<file path="src/rtl/dsp_mac_ctrl.sv">
// Sequencer feeding (A,B) pairs to a DSP48A1 slice; accumulates VEC_LEN products per result.
// Latency: result valid PIPE_LAT+1 edges after the last term is accepted.
// Backpressure: in_ready low outside ACCUM; the result is held until res_ready.
module dsp_mac_ctrl #(
  parameter int VEC_LEN  = 8,
  parameter int PIPE_LAT = 3,
  parameter int CNT_W    = 8
) (
  input  logic             clk,
  input  logic             rst_n,
  input  logic             abort,
  input  logic             in_valid,
  output logic             in_ready,
  input  logic [17:0]      in_a,
  input  logic [17:0]      in_b,
  output logic [17:0]      dsp_a,
  output logic [17:0]      dsp_b,
  output logic [17:0]      dsp_d,
  output logic [47:0]      dsp_c,
  output logic [7:0]       dsp_opmode,
  output logic             dsp_ce,
  output logic             dsp_rst,
  input  logic [47:0]      dsp_p,
  output logic             res_valid,
  input  logic             res_ready,
  output logic [47:0]      res_data,
  output logic [CNT_W-1:0] term_cnt
);

  typedef enum logic [1:0] {ACCUM, DRAIN, HOLD} state_t;

  localparam logic [7:0] OPM_LOAD = 8'b0000_0001;  // X=M, Z=0
  localparam logic [7:0] OPM_ACC  = 8'b0000_1001;  // X=M, Z=P

  state_t           state, state_nxt;
  logic [CNT_W-1:0] drain_cnt;
  logic             accept, last_term, drain_done, res_take;

  assign accept     = in_valid && in_ready;
  assign last_term  = (term_cnt == CNT_W'(VEC_LEN - 1));
  assign drain_done = (drain_cnt == CNT_W'(PIPE_LAT));
  assign res_take   = res_valid && res_ready;

  assign dsp_d = '0;
  assign dsp_c = '0;

  always_ff @(posedge clk or negedge rst_n) begin
    if (!rst_n) state <= ACCUM;
    else        state <= state_nxt;
  end

  always_comb begin
    state_nxt = state;
    if (abort) begin
      state_nxt = ACCUM;
    end else begin
      case (state)
        ACCUM:   if (accept && last_term) state_nxt = DRAIN;
        DRAIN:   if (drain_done)          state_nxt = HOLD;
        HOLD:    if (res_take)            state_nxt = ACCUM;
        default:                          state_nxt = ACCUM;
      endcase
    end
  end

  // An aborting cycle refuses pairs so no handshake is silently dropped.
  always_comb begin
    in_ready = (state == ACCUM) && dsp_ce && !abort;
  end

  always_ff @(posedge clk or negedge rst_n) begin
    if (!rst_n) begin
      dsp_a      <= '0;
      dsp_b      <= '0;
      dsp_opmode <= 8'h00;
      dsp_ce     <= 1'b0;
      dsp_rst    <= 1'b1;
      term_cnt   <= '0;
      drain_cnt  <= '0;
      res_valid  <= 1'b0;
      res_data   <= '0;
    end else begin
      dsp_ce  <= 1'b1;
      dsp_rst <= abort;
      if (abort) begin
        dsp_a      <= '0;
        dsp_b      <= '0;
        dsp_opmode <= 8'h00;
        term_cnt   <= '0;
        drain_cnt  <= '0;
        res_valid  <= 1'b0;
      end else begin
        if (accept) begin
          dsp_a      <= in_a;
          dsp_b      <= in_b;
          dsp_opmode <= (term_cnt == '0) ? OPM_LOAD : OPM_ACC;
          term_cnt   <= last_term ? '0 : term_cnt + 1'b1;
        end else begin
          // Zero operands with accumulate keep P unchanged through bubbles.
          dsp_a      <= '0;
          dsp_b      <= '0;
          dsp_opmode <= OPM_ACC;
        end
        if (state == DRAIN) begin
          if (drain_done) begin
            res_data  <= dsp_p;
            res_valid <= 1'b1;
            drain_cnt <= '0;
          end else begin
            drain_cnt <= drain_cnt + 1'b1;
          end
        end
        if (state == HOLD && res_take) res_valid <= 1'b0;
      end
    end
  end

endmodule

</file>
<file path="config.mk">
export PLATFORM = sky130hd
export DESIGN_NAME = dsp_mac_ctrl
export DESIGN_NICKNAME = d
export VERILOG_FILES = /design/src/rtl/dsp_mac_ctrl.sv
export SDC_FILE = /design/constraint.sdc
export NUM_CORES = 1
export LEC_CHECK = 0
export BUFFER_PORTS_ARGS = -buffer_cell sky130_fd_sc_hd__clkbuf_2
export CORE_MARGIN = 1
export CORE_UTILIZATION = 42
export CTS_CLUSTER_DIAMETER = 200
export DETAILED_ROUTE_END_ITERATION = 8
export PLACE_DENSITY = 0.76
export SYNTH_ARGS = -nofsm -noshare
export SYNTH_HDL_FRONTEND = slang
export SYNTH_SLANG_ARGS = --single-unit
</file>
<file path="constraint.sdc">
create_clock -name clk -period 4.33 [get_ports clk]
set_input_delay 0.866 -clock clk [delete_from_list [all_inputs] [get_ports clk]]
set_output_delay 0.866 -clock clk [all_outputs]
set_load 0.05 [all_outputs]
</file>
==> run_results.csv, run 1 <==
group,metric,value,unit
cts,clock-root-buffer,"clkbuf_16",
place,gp_congestion,0.764,
cts,clkLatencyLatePin,350,ps
critical_path,crit_top_cell,"clkbuf_2",
sta,finalHoldViolations,0,
routing,post-route-drc-count,0,
logic_synthesis,synth.area.top_cells,"dfrtp_1, buf_4, mux2_2",
worst_hold_path,min_from,"res_data[3]",
critical_path,cp.arrival,1800,ps
logic_synthesis,async_reset_ff_frac,1.00,
critical_path,reg2regPathDepth,4,
cts,clk_pin_slew,60,ps
logic_synthesis,synth-edff-count,0,
logic_synthesis,synth_area,4770,um^2
global_routing,groute.usage.overall,0.184,
cells_and_area,nets,648,
cts,cts_resized,0,
worst_hold_path,hold_path_end,"res_data[3]",
logic_synthesis,yosysTopAreaCell,"dfrtp_1",
sta,skew,6.85,ps
floorplanning,rows,38,
routing,wl_per_cell,15.6,um
cells_and_area,finalNonFillerCells,701,
global_routing,first_global_vias,3127,
routing,drtIter0Drc,170,
cells_and_area,seqCellArea,2680,um^2
cts,htreeDepth,3,
global_routing,grt_max_degree,69,
global_routing,antenna_found_initial,0,
floorplanning,die_area,11800,um^2
cts,post_cts_buffers,0,
cts,numCtsBuffers,9,
global_routing,grt_pass1_wl,16100,um
sta,tightest_slew,998,ps
routing,wl,10900,um
power_and_ir_drop,power.density,375,nW/um^2
place,hpwl,8150,um
logic_synthesis,synth_commonest_cells,"dfrtp_1, buf_4, and3_1",
place,dp_cells,685,
power_and_ir_drop,p_leak,3.45,nW
cts,hold_buffers,0,
floorplanning,ios,259,
sta,maxSlewViolCount,0,
cells_and_area,drive_above_1_share,0.467,
power_and_ir_drop,vdd_drop_max,0.290,mV
floorplanning,fp.coreArea,10900,um^2
sta,setup_tns,0,ps
sta,rsz0062_at_grt,"no",
logic_synthesis,ys_warn_count,0,
worst_hold_path,holdPathStages,1,
cts,clockBufferDepth,2,
logic_synthesis,synth_seq_cells,107,
sta,fin_crit_sh,0.616,
sta,setup_viol,0,
cells_and_area,antennaDiodeCount,0,
critical_path,path_class,"primary input to output port",
critical_path,critPathLaunch,"abort",
critical_path,reg2reg_from,"drain_cnt[0]",
critical_path,slowest_delay,360,ps
critical_path,worstSetupStartpointType,"primary input",
critical_path,reg2reg_slack,1790,ps
routing,antenna_left,0,
critical_path,cp_max_fo,17,
critical_path,crit_path_end_kind,"output port",
floorplanning,die_x,109,um
place,io_buffers,186,
logic_synthesis,synth_most_common_cell,"dfrtp_1",
cells_and_area,nFillCells,975,
routing,avgViaCountPerCell,4.71,
critical_path,cp.required,3460,ps
job,cap_viol_max_count,0,
logic_synthesis,synth_top_flop_cell,"dfrtp_1",
routing,drtPass1Iterations,4,
logic_synthesis,ys_types,43,
critical_path,crit_slowest_cell,"nor4b_1",
critical_path,crit_path_cell_trace,"clkbuf_2 > nor4b_1 > clkbuf_2",
critical_path,r2r-end,"res_data[45]",
global_routing,overflow,0,
logic_synthesis,synth_area_per_cell,12.7,um^2
sta,period_minus_slack,2670,ps
logic_synthesis,synthCells,374,
floorplanning,start_util,0.436,
floorplanning,die_h,109,um
cts,numClockSinks,107,
worst_hold_path,min_path_type,"flip-flop to flip-flop",
logic_synthesis,synthDominantCellAreaShare,0.556,
critical_path,path_delay_family,"buffers and inverters",
critical_path,worst-path-buf-inv,2,
cells_and_area,multiInputGateArea,1710,um^2
sta,max_freq,0.375,GHz
sta,slew_headroom,0.334,
outcome,outcome,"completed",
routing,vias,3302,
cells_and_area,area_growth,22.8,%
cts,cts_tree,"yes",
logic_synthesis,yosysSeqAreaShare,0.562,
## cell type report
class                      instances  area share
sequential                       107       0.457
multi-input combinational        245       0.292
timing repair buffer             189       0.163
clock buffer                      10      0.0391
tap                              140      0.0299
clock inverter                     6      0.0154
inverter                           4     0.00256
## worst reg2reg max path: stages, from the launching register on
cell and delay (ps):
dfrtp_1 400, ha_1 210, nor3b_2 370, nand4_4 800, mux2_2 650
## state kept, by name, indices dropped and copies added, names as in the netlist
name        count
dsp_a          18
drain_cnt       8
res_data       48
dsp_opmode      2
dsp_ce          1
term_cnt        8
dsp_b          18
dsp_rst         1
res_valid       1
state           2
## per-layer routing
| layer | GRT usage | part of all wire | up-vias |
|---|---|---|---|
| li1 | - | - | 1498 |
| met1 | 0.192 | 0.36 | 1626 |
| met2 | 0.332 | 0.52 | 169 |
| met3 | 0.0753 | 0.10 | 9 |
| met4 | 0.0637 | 0.013 | 0 |
| met5 | 0 | 0 | - |
## cells by family (layout without fill, tap and decap cells)
group                    Yosys count  count (layout)  synth area share
AND/OR/NAND/NOR                   92              92             0.118
flip-flops                       107             107             0.562
buffers and inverters             93             209             0.137
other                              2              73           0.00158
adder cells (fa/ha/maj)            3               3           0.00787
multiplexers                      48              48             0.129
XOR/XNOR                           7               7            0.0129
AO/OA/AOI/OAI                     22              22            0.0320
## power breakdown
part | switching (mW) | leakage [nW] | internal, mW
Combinational | 0.259 | 1.83 | 0.0541
Sequential | 0.00782 | 1.47 | 1.02
Clock | 0.354 | 0.141 | 0.506
Total | 0.621 | 3.45 | 1.58
## per-stage QoR
step / hold WS, ps / worst slack, ps / instance area (um^2) / power, mW / util
after floorplan: 535 / 756 / 5030 / 1.32 / -
after global routing: 523 / 1590 / 5860 / 2.28 / 0.535
after detailed placement: 494 / 1520 / 5540 / 1.36 / 0.506
after global placement: 490 / 1610 / 5540 / 1.35 / 0.506
after CTS: 512 / 1650 / 5860 / 2.23 / 0.535
final: 507 / 1660 / 5860 / 2.20 / 0.535
## how the worst max path moves through the flow
stage	end	slack [ps]	cells after the start
3_5_place_dp	res_data[6]	1520	4
3_3_place_gp	res_data[8]	1610	4
5_1_grt	res_data[41]	1590	4
2_1_floorplan	in_ready	760	2
4_1_cts	in_ready	1650	3
6_report	in_ready	1660	3
## layout by cell type (no fill, tap or decap), types with 7 or more instances in the layout
cell type  instances
nand3_1            8
mux2_2            28
nand2_1           13
nor2_1             8
clkbuf_2         185
dfrtp_1          106
conb_1            73
mux2_4            20
and3_1            37
a21oi_1            7
clkbuf_16          9
(Power assumes the default switching activity.)
==> run 2, diff against run 1 <==
==> constraint.sdc (replaced) <==
create_clock -name clk -period 2.5 [get_ports clk]
set_input_delay 0.5 -clock clk [delete_from_list [all_inputs] [get_ports clk]]
set_output_delay 0.5 -clock clk [all_outputs]
set_load 0.05 [all_outputs]
==> run_results.csv, run 2 (synthesis results as in run 1) <==
group,metric,value,unit
routing,routed-wl-met3,1000,um
critical_path,cp.required,2730,ps
global_routing,groute.usage.overall,0.177,
sta,setup_tns,0,ps
place,gp_congestion,0.788,
place,hpwl,7730,um
power_and_ir_drop,switching_share,0.295,
sta,setup_viol,0,
routing,wl_per_cell,15.0,um
cells_and_area,area_growth,23.8,%
floorplanning,fp.coreArea,10900,um^2
critical_path,cp.arrival,2440,ps
routing,post-route-drc-count,0,
power_and_ir_drop,p_int,2.65,mW
cells_and_area,drive_above_1_share,0.473,
place,io_buffers,186,
power_and_ir_drop,p_sw,1.11,mW
sta,fin_crit_sh,0.884,
cts,hold_buffers,0,
job,cap_viol_max_count,0,
cells_and_area,final_cell_mix,"clkbuf_2, dfrtp_1, conb_1",
power_and_ir_drop,p_seq_frac,0.472,
cells_and_area,finalNonFillerCells,705,
cts,cts_resized,0,
cts,post_cts_buffers,0,
worst_hold_path,min_path_type,"primary input to async pin",
floorplanning,die_x,109,um
sta,max_freq,0.453,GHz
global_routing,first_global_vias,3146,
cts,clk_pin_slew,70,ps
power_and_ir_drop,pwr-share-comb,0.146,
routing,routed.top_layer,"met4",
routing,avgViaCountPerCell,4.69,
cells_and_area,nets,652,
power_and_ir_drop,clkPwrFrac,0.382,
routing,drtPass1Iterations,4,
routing,wl,10600,um
sta,rsz0062_at_grt,"no",
cts,htreeDepth,3,
critical_path,path_class,"flip-flop to flip-flop",
cells_and_area,nFillCells,937,
global_routing,overflow,0,
floorplanning,rows,38,
sta,finalHoldViolations,0,
critical_path,cp_max_fo,29,
cts,clockBufferDepth,2,
cts,clock-root-buffer,"clkbuf_16",
routing,vias,3304,
power_and_ir_drop,p_leak,3.48,nW
critical_path,crit_path_end_kind,"flip-flop",
critical_path,worstSetupStartpointType,"flip-flop",
cts,numCtsBuffers,9,
cells_and_area,largestRegisters,"res_data (48), dsp_a (18), dsp_b (18)",
cells_and_area,antennaDiodeCount,0,
floorplanning,ios,259,
cells_and_area,final_common_cell,"clkbuf_2",
floorplanning,die_h,109,um
sta,slew_headroom,0.562,
cells_and_area,top_register,"res_data",
sta,skew,5.89,ps
sta,period_minus_slack,2210,ps
global_routing,grt_max_degree,45,
global_routing,grt_pass1_wl,15600,um
global_routing,antenna_found_initial,0,
power_and_ir_drop,power.density,636,nW/um^2
sta,setup_ws,291,ps
routing,wl_met2,5210,um
floorplanning,die_area,11800,um^2
routing,antenna_left,0,
cts,numClockSinks,107,
cells_and_area,largest_register_ffs,48,
cts,cts_tree,"yes",
floorplanning,start_util,0.436,
routing,drt-met1-wl,4230,um
place,dp_cells,689,
power_and_ir_drop,vdd_drop_max,0.618,mV
routing,drtIter0Drc,162,
sta,maxSlewViolCount,0,
cts,clkLatencyLatePin,340,ps
place,pre_cts_ws,333,ps
sta,tightest_slew,656,ps
outcome,outcome,"completed",
[run 2: worst paths after layout]
kind | slack, ps | depth (start not counted) | startpoint | endpoint
max | 290 | 5 | drain_cnt[0] | res_data[24]
min | 150 | 1 | rst_n | res_data[10]
max reg2reg | 290 | 5 | drain_cnt[0] | res_data[24]
min reg2reg | 510 | 1 | res_data[41] | res_data[41]
max in group asynchronous | 1660 | 2 | rst_n | res_data[30]
min in group clk | 380 | 2 | dsp_p[42] | res_data[42]
[run 2: critical path: stages (launching register included)]
cell     delay, ps
dfrtp_1        410
ha_1           210
nor3b_2        400
nand4_4        410
buf_12         330
mux2_4         320
[run 2: routing by layer]
layer,vias up,GRT usage
li1,1508,-
met1,1589,0.206
met2,195,0.297
met3,12,0.0675
met4,0,0.0627
met5,-,0
[run 2: final cells by class]
class	count	area, um^2	area share
flip-flops and latches	107	2680	0.454
clock inverters	6	73.8	0.0125
inverters	4	15.0	0.00254
multi-input cells	245	1720	0.291
clock buffers	10	229	0.0388
repair buffers	193	1010	0.171
well taps	140	175	0.0297
[run 2: per-stage QoR]
step	hold slack [ps]	utilization	power, mW	cell area, um^2
after global placement	486	0.512	2.35	5600
final	155	0.540	3.75	5900
after global routing	174	0.540	3.90	5900
after CTS	153	0.540	3.81	5900
after detailed placement	495	0.512	2.35	5600
after floorplan	204	-	2.29	5040
[run 2: power groups by stage]
stage	Combinational [mW]	Clock, mW	Sequential, mW
after floorplan	0.375	0	1.91
after global placement	0.542	0	1.80
after detailed placement	0.548	0	1.81
after CTS	0.550	1.49	1.77
after global routing	0.579	1.55	1.78
final	0.547	1.43	1.77
==> run 3, diff against run 2 <==
--- a/config.mk
+++ b/config.mk
@@ -7,10 +7,10 @@
 export LEC_CHECK = 0
 export BUFFER_PORTS_ARGS = -buffer_cell sky130_fd_sc_hd__clkbuf_2
 export CORE_MARGIN = 1
-export CORE_UTILIZATION = 42
+export CORE_UTILIZATION = 41
 export CTS_CLUSTER_DIAMETER = 200
 export DETAILED_ROUTE_END_ITERATION = 8
-export PLACE_DENSITY = 0.76
+export PLACE_DENSITY = 0.77
 export SYNTH_ARGS = -nofsm -noshare
 export SYNTH_HDL_FRONTEND = slang
 export SYNTH_SLANG_ARGS = --single-unit
==> constraint.sdc (replaced) <==
create_clock -name clk -period 2 [get_ports clk]
set_input_delay 0.4 -clock clk [delete_from_list [all_inputs] [get_ports clk]]
set_output_delay 0.4 -clock clk [all_outputs]
set_load 0.05 [all_outputs]
==> run_results.csv, run 3 (synthesis results as in run 1) <==
group,metric,value,unit
global_routing,grt_pass1_wl,15000,um
cells_and_area,nets,655,
cells_and_area,top_register,"res_data",
cells_and_area,largest_register_ffs,48,
floorplanning,ios,259,
floorplanning,start_util,0.419,
worst_hold_path,min_from,"dsp_p[25]",
global_routing,overflow,0,
sta,finalHoldViolations,0,
cts,cts_resized,0,
cts,post_cts_buffers,0,
place,placed_area,5630,um^2
cts,clockBufferDepth,2,
floorplanning,die_h,110,um
power_and_ir_drop,power.density,788,nW/um^2
global_routing,groute.usage.overall,0.165,
cts,clkLatencyLatePin,340,ps
sta,setup_viol,0,
floorplanning,die_x,110,um
cells_and_area,final_cell_mix,"clkbuf_2, dfrtp_1, conb_1",
power_and_ir_drop,clkPwrFrac,0.379,
cells_and_area,area_growth,24.4,%
cts,clk_pin_slew,70,ps
place,gp_congestion,0.862,
critical_path,crit_path_end_kind,"flip-flop",
power_and_ir_drop,p_sw,1.34,mW
critical_path,reg2reg_slack,140,ps
critical_path,cp_max_fo,48,
critical_path,cp.required,2230,ps
global_routing,first_global_vias,3064,
floorplanning,fp.coreArea,11400,um^2
power_and_ir_drop,p_int,3.33,mW
routing,drtPass1Iterations,4,
sta,maxSlewViolCount,0,
place,io_buffers,186,
power_and_ir_drop,switching_share,0.287,
cells_and_area,final_area,5930,um^2
sta,rsz0062_at_grt,"no",
critical_path,reg2reg_from,"drain_cnt[0]",
sta,period_minus_slack,1860,ps
routing,vias,3290,
critical_path,worstSetupStartpointType,"flip-flop",
routing,drtIter0Drc,226,
cells_and_area,final_common_cell,"clkbuf_2",
cts,clock-root-buffer,"clkbuf_16",
critical_path,r2r-end,"res_data[12]",
floorplanning,rows,39,
worst_hold_path,holdPathStages,2,
routing,wl_per_cell,14.3,um
critical_path,cp.arrival,2090,ps
sta,max_freq,0.537,GHz
floorplanning,die_area,12100,um^2
worst_hold_path,hold_path_end,"res_data[25]",
sta,skew,7.91,ps
cells_and_area,largestRegisters,"res_data (48), dsp_a (18), dsp_b (18)",
global_routing,grt_max_degree,62,
cells_and_area,final_util,0.522,
power_and_ir_drop,p_seq_frac,0.474,
cts,hold_buffers,1,
place,hpwl,7500,um
cts,numCtsBuffers,9,
power_and_ir_drop,power.total,4.67,mW
sta,fin_crit_sh,0.931,
cts,cts_tree,"yes",
cells_and_area,drive_above_1_share,0.472,
place,pre_cts_ws,150,ps
routing,post-route-drc-count,0,
sta,setup_tns,0,ps
job,cap_viol_max_count,0,
cells_and_area,antennaDiodeCount,0,
power_and_ir_drop,p_leak,3.51,nW
outcome,outcome,"completed",
cts,htreeDepth,3,
critical_path,path_class,"flip-flop to flip-flop",
routing,antenna_left,0,
cts,numClockSinks,107,
global_routing,antenna_found_initial,0,
worst_hold_path,min_path_type,"primary input to flip-flop",
power_and_ir_drop,vdd_drop_max,0.599,mV
sta,setup_ws,138,ps
routing,avgViaCountPerCell,4.63,
critical_path,reg2regPathDepth,5,
routing,wl,10200,um
power_and_ir_drop,pwr-share-comb,0.147,
==> run 3: power groups by stage <==
stage	clock network [mW]	logic, mW	registers [mW]
2_1_floorplan	0	0.470	2.39
3_3_place_gp	0	0.681	2.26
3_5_place_dp	0	0.687	2.26
4_1_cts	1.81	0.691	2.22
5_1_grt	1.89	0.730	2.22
6_report	1.77	0.686	2.22
==> run 3: critical path, stage by stage (launching register included) <==
cell     delay [ps]
dfrtp_1         410
ha_1            210
nor3b_2         400
nand4_4         150
buf_12          230
mux2_4          330
==> run 3: how the worst max path moves through the flow <==
stage | startpoint | to | slack (ps) | cells past startpoint
2_1_floorplan | term_cnt[3] | term_cnt[7] | 0.4 | 5
3_3_place_gp | drain_cnt[0] | res_data[22] | 240 | 5
3_5_place_dp | drain_cnt[0] | res_data[10] | 150 | 5
4_1_cts | drain_cnt[0] | res_data[10] | 130 | 5
5_1_grt | drain_cnt[0] | res_data[26] | 70 | 5
6_report | drain_cnt[0] | res_data[12] | 140 | 5
==> run 3: per-layer routing <==
| metal | up-vias | GRT usage | routed length [um] |
|---|---|---|---|
| met3 | 19 | 0.0403 | 937 |
| met1 | 1582 | 0.198 | 4060 |
| met4 | 0 | 0.0781 | 217 |
| met2 | 176 | 0.277 | 4950 |
| li1 | 1513 | - | - |
| met5 | - | 0 | 0 |
==> run 3: layout make-up <==
class	instances	area, um^2
clock inverters	4	48.8
multi-input cells	245	1730
inverters	4	15.0
well taps	143	179
flip-flops and latches	107	2680
fillers	999	5440
repair buffers	196	1040
clock buffers	12	246
==> run 3: through the flow <==
step / hold WS [ps] / cells
2_1_floorplan: 104 / 445
3_3_place_gp: 282 / 694
3_5_place_dp: 285 / 694
4_1_cts: 268 / 711
5_1_grt: 277 / 711
6_report: 283 / 711
